===== config.mk =====
export PLATFORM = sky130hd
export DESIGN_NAME = ntt_conf_sequencer
export DESIGN_NICKNAME = d
export VERILOG_FILES = /design/src/rtl/ntt_pkg.sv /design/src/rtl/ntt_conf_sequencer_pass_timer.sv /design/src/rtl/ntt_conf_sequencer.sv
export SDC_FILE = /design/constraint.sdc
export NUM_CORES = 1
export LEC_CHECK = 0
export ABC_AREA = 1
export BUFFER_PORTS_ARGS = -buffer_cell sky130_fd_sc_hd__buf_2
export CAP_MARGIN = 20
export CORE_ASPECT_RATIO = 0.5
export CORE_MARGIN = 1
export CORE_UTILIZATION = 25
export CTS_BUF_LIST = sky130_fd_sc_hd__clkbuf_8
export DETAILED_ROUTE_END_ITERATION = 10
export GPL_TIMING_DRIVEN = 0
export SETUP_SLACK_MARGIN = 0.5
export SYNTH_ARGS = -nofsm -noshare
export SYNTH_HDL_FRONTEND = slang
export SYNTH_SLANG_ARGS = --single-unit

===== constraint.sdc =====
create_clock -name clk -period 2.85 [get_ports clk]
set_input_delay 0.855 -clock clk [delete_from_list [all_inputs] [get_ports clk]]
set_output_delay 0.855 -clock clk [all_outputs]
set_load 0.03 [all_outputs]

===== src/rtl/ntt_pkg.sv =====
// Shared definitions for the NTT stage scheduler: conf type, the eight-pass
// configuration program, FSM state encoding and error codes.
package ntt_pkg;

    localparam int CONF_W   = 4;
    localparam int PROG_LEN = 8;

    typedef logic [CONF_W-1:0] conf_t;

    // Entry 0 is the leftmost element: pass order 1,3,2,4,5,8,6,7
    localparam conf_t [0:PROG_LEN-1] PROGRAM = {
        4'd1, 4'd3, 4'd2, 4'd4, 4'd5, 4'd8, 4'd6, 4'd7
    };

    typedef enum logic [2:0] {
        S_IDLE,
        S_ISSUE,
        S_WAIT,
        S_GAP,
        S_DONE,
        S_ERR
    } state_t;

    localparam logic [1:0] ERR_NONE     = 2'b00;
    localparam logic [1:0] ERR_TIMEOUT  = 2'b01;
    localparam logic [1:0] ERR_DATAPATH = 2'b10;

endpackage


===== src/rtl/ntt_conf_sequencer_pass_timer.sv =====
// Loadable up-counter with a terminal-count flag; shared between the pass
// timeout and the inter-pass gap.
module pass_timer #(
    parameter int W = 11
) (
    input  logic         clk,
    input  logic         rst,
    input  logic         load,
    input  logic [W-1:0] load_val,
    input  logic         en,
    input  logic [W-1:0] term,
    output logic         tc
);

    logic [W-1:0] count_reg;

    always_ff @(posedge clk or negedge rst) begin
        if (!rst) begin
            count_reg <= '0;
        end else if (load) begin
            count_reg <= load_val;
        end else if (en) begin
            count_reg <= count_reg + 1'b1;
        end
    end

    assign tc = (count_reg == term);

endmodule


===== src/rtl/ntt_conf_sequencer.sv =====
// Drives top_stage's conf input through the eight-pass NTT program, advancing
// on completion edges, inserting idle gaps and trapping timeout/datapath errors.
module ntt_conf_sequencer #(
    parameter int CONF_W  = ntt_pkg::CONF_W,
    parameter int NSTEPS  = 8,
    parameter int GAP     = 2,
    parameter int TIMEOUT = 2048
) (
    input  logic              clk,
    input  logic              rst,
    input  logic              start,
    input  logic              abort,
    input  logic [1:0]        done_flag,
    output logic [CONF_W-1:0] conf,
    output logic [2:0]        step,
    output logic              busy,
    output logic              done,
    output logic              err,
    output logic [1:0]        err_code
);

    import ntt_pkg::*;

    localparam int TW = $clog2(TIMEOUT);

    state_t            state_reg;
    logic [CONF_W-1:0] conf_reg;
    logic [2:0]        step_reg;
    logic              busy_reg;
    logic              done_reg;
    logic              err_reg;
    logic [1:0]        err_code_reg;
    logic              edge_reg;

    logic              completion;
    logic              timer_load;
    logic              timer_en;
    logic [TW-1:0]     timer_term;
    logic              timer_tc;

    assign completion = done_flag[0] & ~edge_reg;

    // The timer is cleared on ISSUE and again on the completion edge, so the
    // gap count starts from zero on the first GAP cycle.
    always_comb begin
        timer_load = 1'b0;
        timer_en   = 1'b0;
        timer_term = TW'(TIMEOUT - 1);
        case (state_reg)
            S_ISSUE: timer_load = 1'b1;
            S_WAIT: begin
                timer_en   = 1'b1;
                timer_load = completion;
            end
            S_GAP: begin
                timer_en   = 1'b1;
                timer_term = TW'(GAP - 1);
            end
            default: ;
        endcase
    end

    pass_timer #(
        .W(TW)
    ) u_pass_timer (
        .clk      (clk),
        .rst      (rst),
        .load     (timer_load),
        .load_val ('0),
        .en       (timer_en),
        .term     (timer_term),
        .tc       (timer_tc)
    );

    always_ff @(posedge clk or negedge rst) begin
        if (!rst) begin
            state_reg    <= S_IDLE;
            conf_reg     <= '0;
            step_reg     <= '0;
            busy_reg     <= 1'b0;
            done_reg     <= 1'b0;
            err_reg      <= 1'b0;
            err_code_reg <= ERR_NONE;
            edge_reg     <= 1'b0;
        end else begin
            edge_reg <= done_flag[0];
            if (abort) begin
                state_reg <= S_IDLE;
                conf_reg  <= '0;
                busy_reg  <= 1'b0;
                done_reg  <= 1'b0;
            end else begin
                case (state_reg)
                    S_IDLE, S_ERR: begin
                        done_reg <= 1'b0;
                        conf_reg <= '0;
                        if (start) begin
                            state_reg    <= S_ISSUE;
                            step_reg     <= '0;
                            busy_reg     <= 1'b1;
                            err_reg      <= 1'b0;
                            err_code_reg <= ERR_NONE;
                        end
                    end
                    S_ISSUE: begin
                        conf_reg  <= CONF_W'(PROGRAM[step_reg]);
                        state_reg <= S_WAIT;
                    end
                    S_WAIT: begin
                        if (completion) begin
                            conf_reg  <= '0;
                            state_reg <= S_GAP;
                        end else if (done_flag[1] || timer_tc) begin
                            conf_reg     <= '0;
                            busy_reg     <= 1'b0;
                            err_reg      <= 1'b1;
                            err_code_reg <= done_flag[1] ? ERR_DATAPATH : ERR_TIMEOUT;
                            state_reg    <= S_ERR;
                        end
                    end
                    S_GAP: begin
                        if (timer_tc) begin
                            if (step_reg == 3'(NSTEPS - 1)) begin
                                busy_reg  <= 1'b0;
                                done_reg  <= 1'b1;
                                state_reg <= S_DONE;
                            end else begin
                                step_reg  <= step_reg + 3'd1;
                                state_reg <= S_ISSUE;
                            end
                        end
                    end
                    S_DONE: begin
                        done_reg  <= 1'b0;
                        state_reg <= S_IDLE;
                    end
                    default: state_reg <= S_IDLE;
                endcase
            end
        end
    end

    assign conf     = conf_reg;
    assign step     = step_reg;
    assign busy     = busy_reg;
    assign done     = done_reg;
    assign err      = err_reg;
    assign err_code = err_code_reg;

endmodule


==> results.py <==
metrics = {
    "synthesis": {
        "synth_flop_cell": "dfrtp_1",
        "ys_seq_elements": 27,
        "synth-compound-area-share_pct": 10.9,
        "ys_seq_area_share_pct": 44.0,
        "synthXorXnorAreaFrac_pct": 1.14,
        "ys_top_cells_by_count": "nand2_1, dfrtp_1, inv_1",
        "synth_top_cell_by_area": "dfrtp_1",
        "syn-cell-area_um2": 1540,
        "ys_types": 22,
        "muxShareOfSynthArea_pct": 0,
        "synth_edf_count": 0,
        "synthSimpleGateAreaFrac_pct": 33.3,
        "synth_most_common_cell": "nand2_1",
        "synth-adder-area-share_pct": 3.26,
        "netlist_instances": 212,
        "synth_area_leaders": "dfrtp_1, nand2_1, inv_1",
        "synth_top_family_by_area": "simple AND/OR/NAND/NOR gates",
        "synth_nets": 222,
        "yosys_warnings": 0,
        "avgSynthCellArea_um2": 7.24,
        "async_flop_share_pct": 100,
        "synth_top_area_share_pct": 44.0,
    },
    "power_and_ir_drop": {
        "leakagePower_nw": 0.945,
        "p_per_area_nw_per_um2": 768,
        "peakVddDrop_uv": 437,
        "power_mw": 1.35,
    },
    "floorplanning": {
        "start_util_pct": 26.9,
        "die_area_um2": 6480,
        "rows": 19,
        "die_w_um": 113,
        "die_h_um": 57.4,
        "core_um2": 5710,
        "io_pins": 18,
    },
    "place": {
        "place_area_um2": 1710,
        "dp_hpwl_um": 2480,
        "port_buffers": 17,
        "pre_cts_slack_ns": 0.797,
        "routabilityCongestion": 0.860,
        "placed_cells": 302,
    },
    "cts": {
        "cts_hold_buf": 0,
        "cts_tree": "done",
        "clockRootBuffer": "clkbuf_8",
        "cts_buffers": 3,
        "cts_buffer_depth": 2,
        "htreeDepth": 1,
        "postCtsSetupRepairBufs": 0,
        "cts.clk_slew.worst_paths_ns": 0.09,
        "clock_latency_ns": 0.28,
        "cts_num_sinks": 27,
        "cts_resized": 0,
    },
    "setup_path": {
        "path_cells": "buf_2",
        "crit_family": "flip-flops",
        "critical_path_class": "reg2out",
        "critPathMaxStageDelay_ns": 0.50,
        "reg2reg_slack_ns": 1.09,
        "reg2regPathDepth": 7,
        "cp_slowest_cell": "dfrtp_1",
        "cp_max_fo": 9,
        "crit_buf_inv": 1,
        "cp_data_arrival_time_ns": 1.03,
        "start_kind": "flip-flop",
        "worstSetupStartpoint": "step[2]$_DFFE_PN0P_",
        "cp-end-kind": "output pin",
        "crit_cells": 1,
        "endpoint": "step[2]",
        "r2r_start": "state_reg[2]$_DFFE_PN0P_",
        "cp.required_ns": 2.00,
        "rr_endpoint": "u_pass_timer.count_reg[5]$_DFFE_PN0P_",
    },
    "detailed_routing": {
        "drtPass1Iterations": 4,
        "routed_wirelength_um": 3230,
        "drt-vias-per-instance": 4.57,
        "route.antenna.remaining_nets": 0,
        "dr_total_vias": 1398,
        "wl_per_cell_um": 10.6,
        "drc": 0,
        "drt_iter0_drc": 124,
    },
    "layout": {
        "post-route-util_pct": 30.8,
        "final_layout_size_suffix_gt1_share_pct": 13.3,
        "final_area_um2": 1760,
        "layoutNonFillerInstCount": 306,
        "num_antenna_cells": 0,
        "nNetsFinal": 244,
        "area_growth_pct": 14.5,
        "fillCellCount": 634,
        "largest_reg_flops": 11,
    },
    "sta": {
        "fin_ws_ns": 0.969,
        "maxSlewViolCount": 0,
        "rsz0062_at_grt": "false",
        "fin_worst_hold_slack_ns": 0.474,
        "worstMarginPinSlew_ns": 0.606,
        "hold_viol": 0,
        "skew_ns": 0.00915,
        "slew_headroom_pct": 59.6,
        "setup_violations": 0,
        "max_freq_mhz": 532,
        "fin_setup_tns_ns": 0,
        "fin_crit_ns": 1.88,
        "period_share_pct": 66.0,
    },
    "status": {
        "status": "complete, no violations",
    },
    "grt": {
        "grt_pass1_vias": 1300,
        "grt_pass1_wl_um": 5810,
        "grt_max_degree": 28,
        "grt_busiest_layer": "met2",
        "track_usage_pct": 11.0,
        "grt_use_met3_pct": 1.59,
        "grt_use_met1_pct": 15.5,
        "grt_overflow": 0,
        "antenna_found_initial": 0,
        "grtUsageMet2_pct": 17.8,
    },
    "min_path": {
        "worst_hold_path_type": "reg2reg",
    },
    "run": {
        "maxCapViolCount": 0,
    },
}
[power breakdown]
part | switching [mW] | leakage [nW] | internal [mW]
registers | 0.0723 | 0.367 | 0.458
clock network | 0.122 | 0.0255 | 0.0983
logic | 0.428 | 0.552 | 0.172
[area by class of cell]
| cell class | instances | area (µm²) | area share (%) |
|---|---|---|---|
| multi-input cells | 155 | 747 | 42.5 |
| flip-flops and latches | 27 | 676 | 38.4 |
| inverters | 29 | 109 | 6.19 |
| well taps | 73 | 91.3 | 5.20 |
| repair buffers | 17 | 85.1 | 4.84 |
| clock buffers | 3 | 41.3 | 2.35 |
| clock inverters | 1 | 5.00 | 0.285 |
| plain buffers | 1 | 3.75 | 0.214 |
[placed cells by master (no fill, tap or decap), drive strengths merged]
cell type / instances
buf: 17
nor3b: 2
o21ai: 13
inv: 29
clkinv: 1
a32o: 1
nor3: 4
dfrtp: 27
o211ai: 2
o21a: 2
nor2: 26
o41ai: 1
nor4: 2
nand3: 14
nand2: 73
xor2: 2
clkbuf: 4
a31oi: 1
ha: 4
a21oi: 8
[kinds of logic (layout without fill, tap and decap cells)]
kind of cell	Yosys count	after routing
XOR/XNOR	2	2
AO/OA/AOI/OAI	28	28
buffers and inverters	30	51
AND/OR/NAND/NOR	121	121
flip-flops	27	27
adder cells (fa/ha/maj)	4	4
[worst min path at each step]
stage / start / to / slack (ns) / depth (start not counted)
2_1_floorplan: u_pass_timer.count_reg[10]$_DFFE_PN0P_ / u_pass_timer.count_reg[10]$_DFFE_PN0P_ / 0.51 / 2
3_3_place_gp: busy$_DFFE_PN0P_ / busy$_DFFE_PN0P_ / 0.45 / 2
5_1_grt: busy$_DFFE_PN0P_ / busy$_DFFE_PN0P_ / 0.49 / 2
4_1_cts: busy$_DFFE_PN0P_ / busy$_DFFE_PN0P_ / 0.48 / 2
6_report: busy$_DFFE_PN0P_ / busy$_DFFE_PN0P_ / 0.47 / 2
3_5_place_dp: busy$_DFFE_PN0P_ / busy$_DFFE_PN0P_ / 0.45 / 2
[layer usage]
layer / share of wire [%] / wire (µm) / vias to the layer above
met4: 0.84 / 27 / 0
met2: 44 / 1430 / 26
li1: - / - / 714
met1: 52 / 1670 / 654
met3: 3.1 / 101 / 4
met5: 0 / 0 / -
[worst reg2reg max path: stages, from the launching register on]
cell and delay, ns:
dfrtp_1 0.49, inv_2 0.08, nand2_1 0.11, nor2_2 0.08, a21oi_1 0.39, inv_1 0.26
a21oi_1 0.17, o21a_1 0.13
Note: power is estimated with default switching activity, not from simulation.
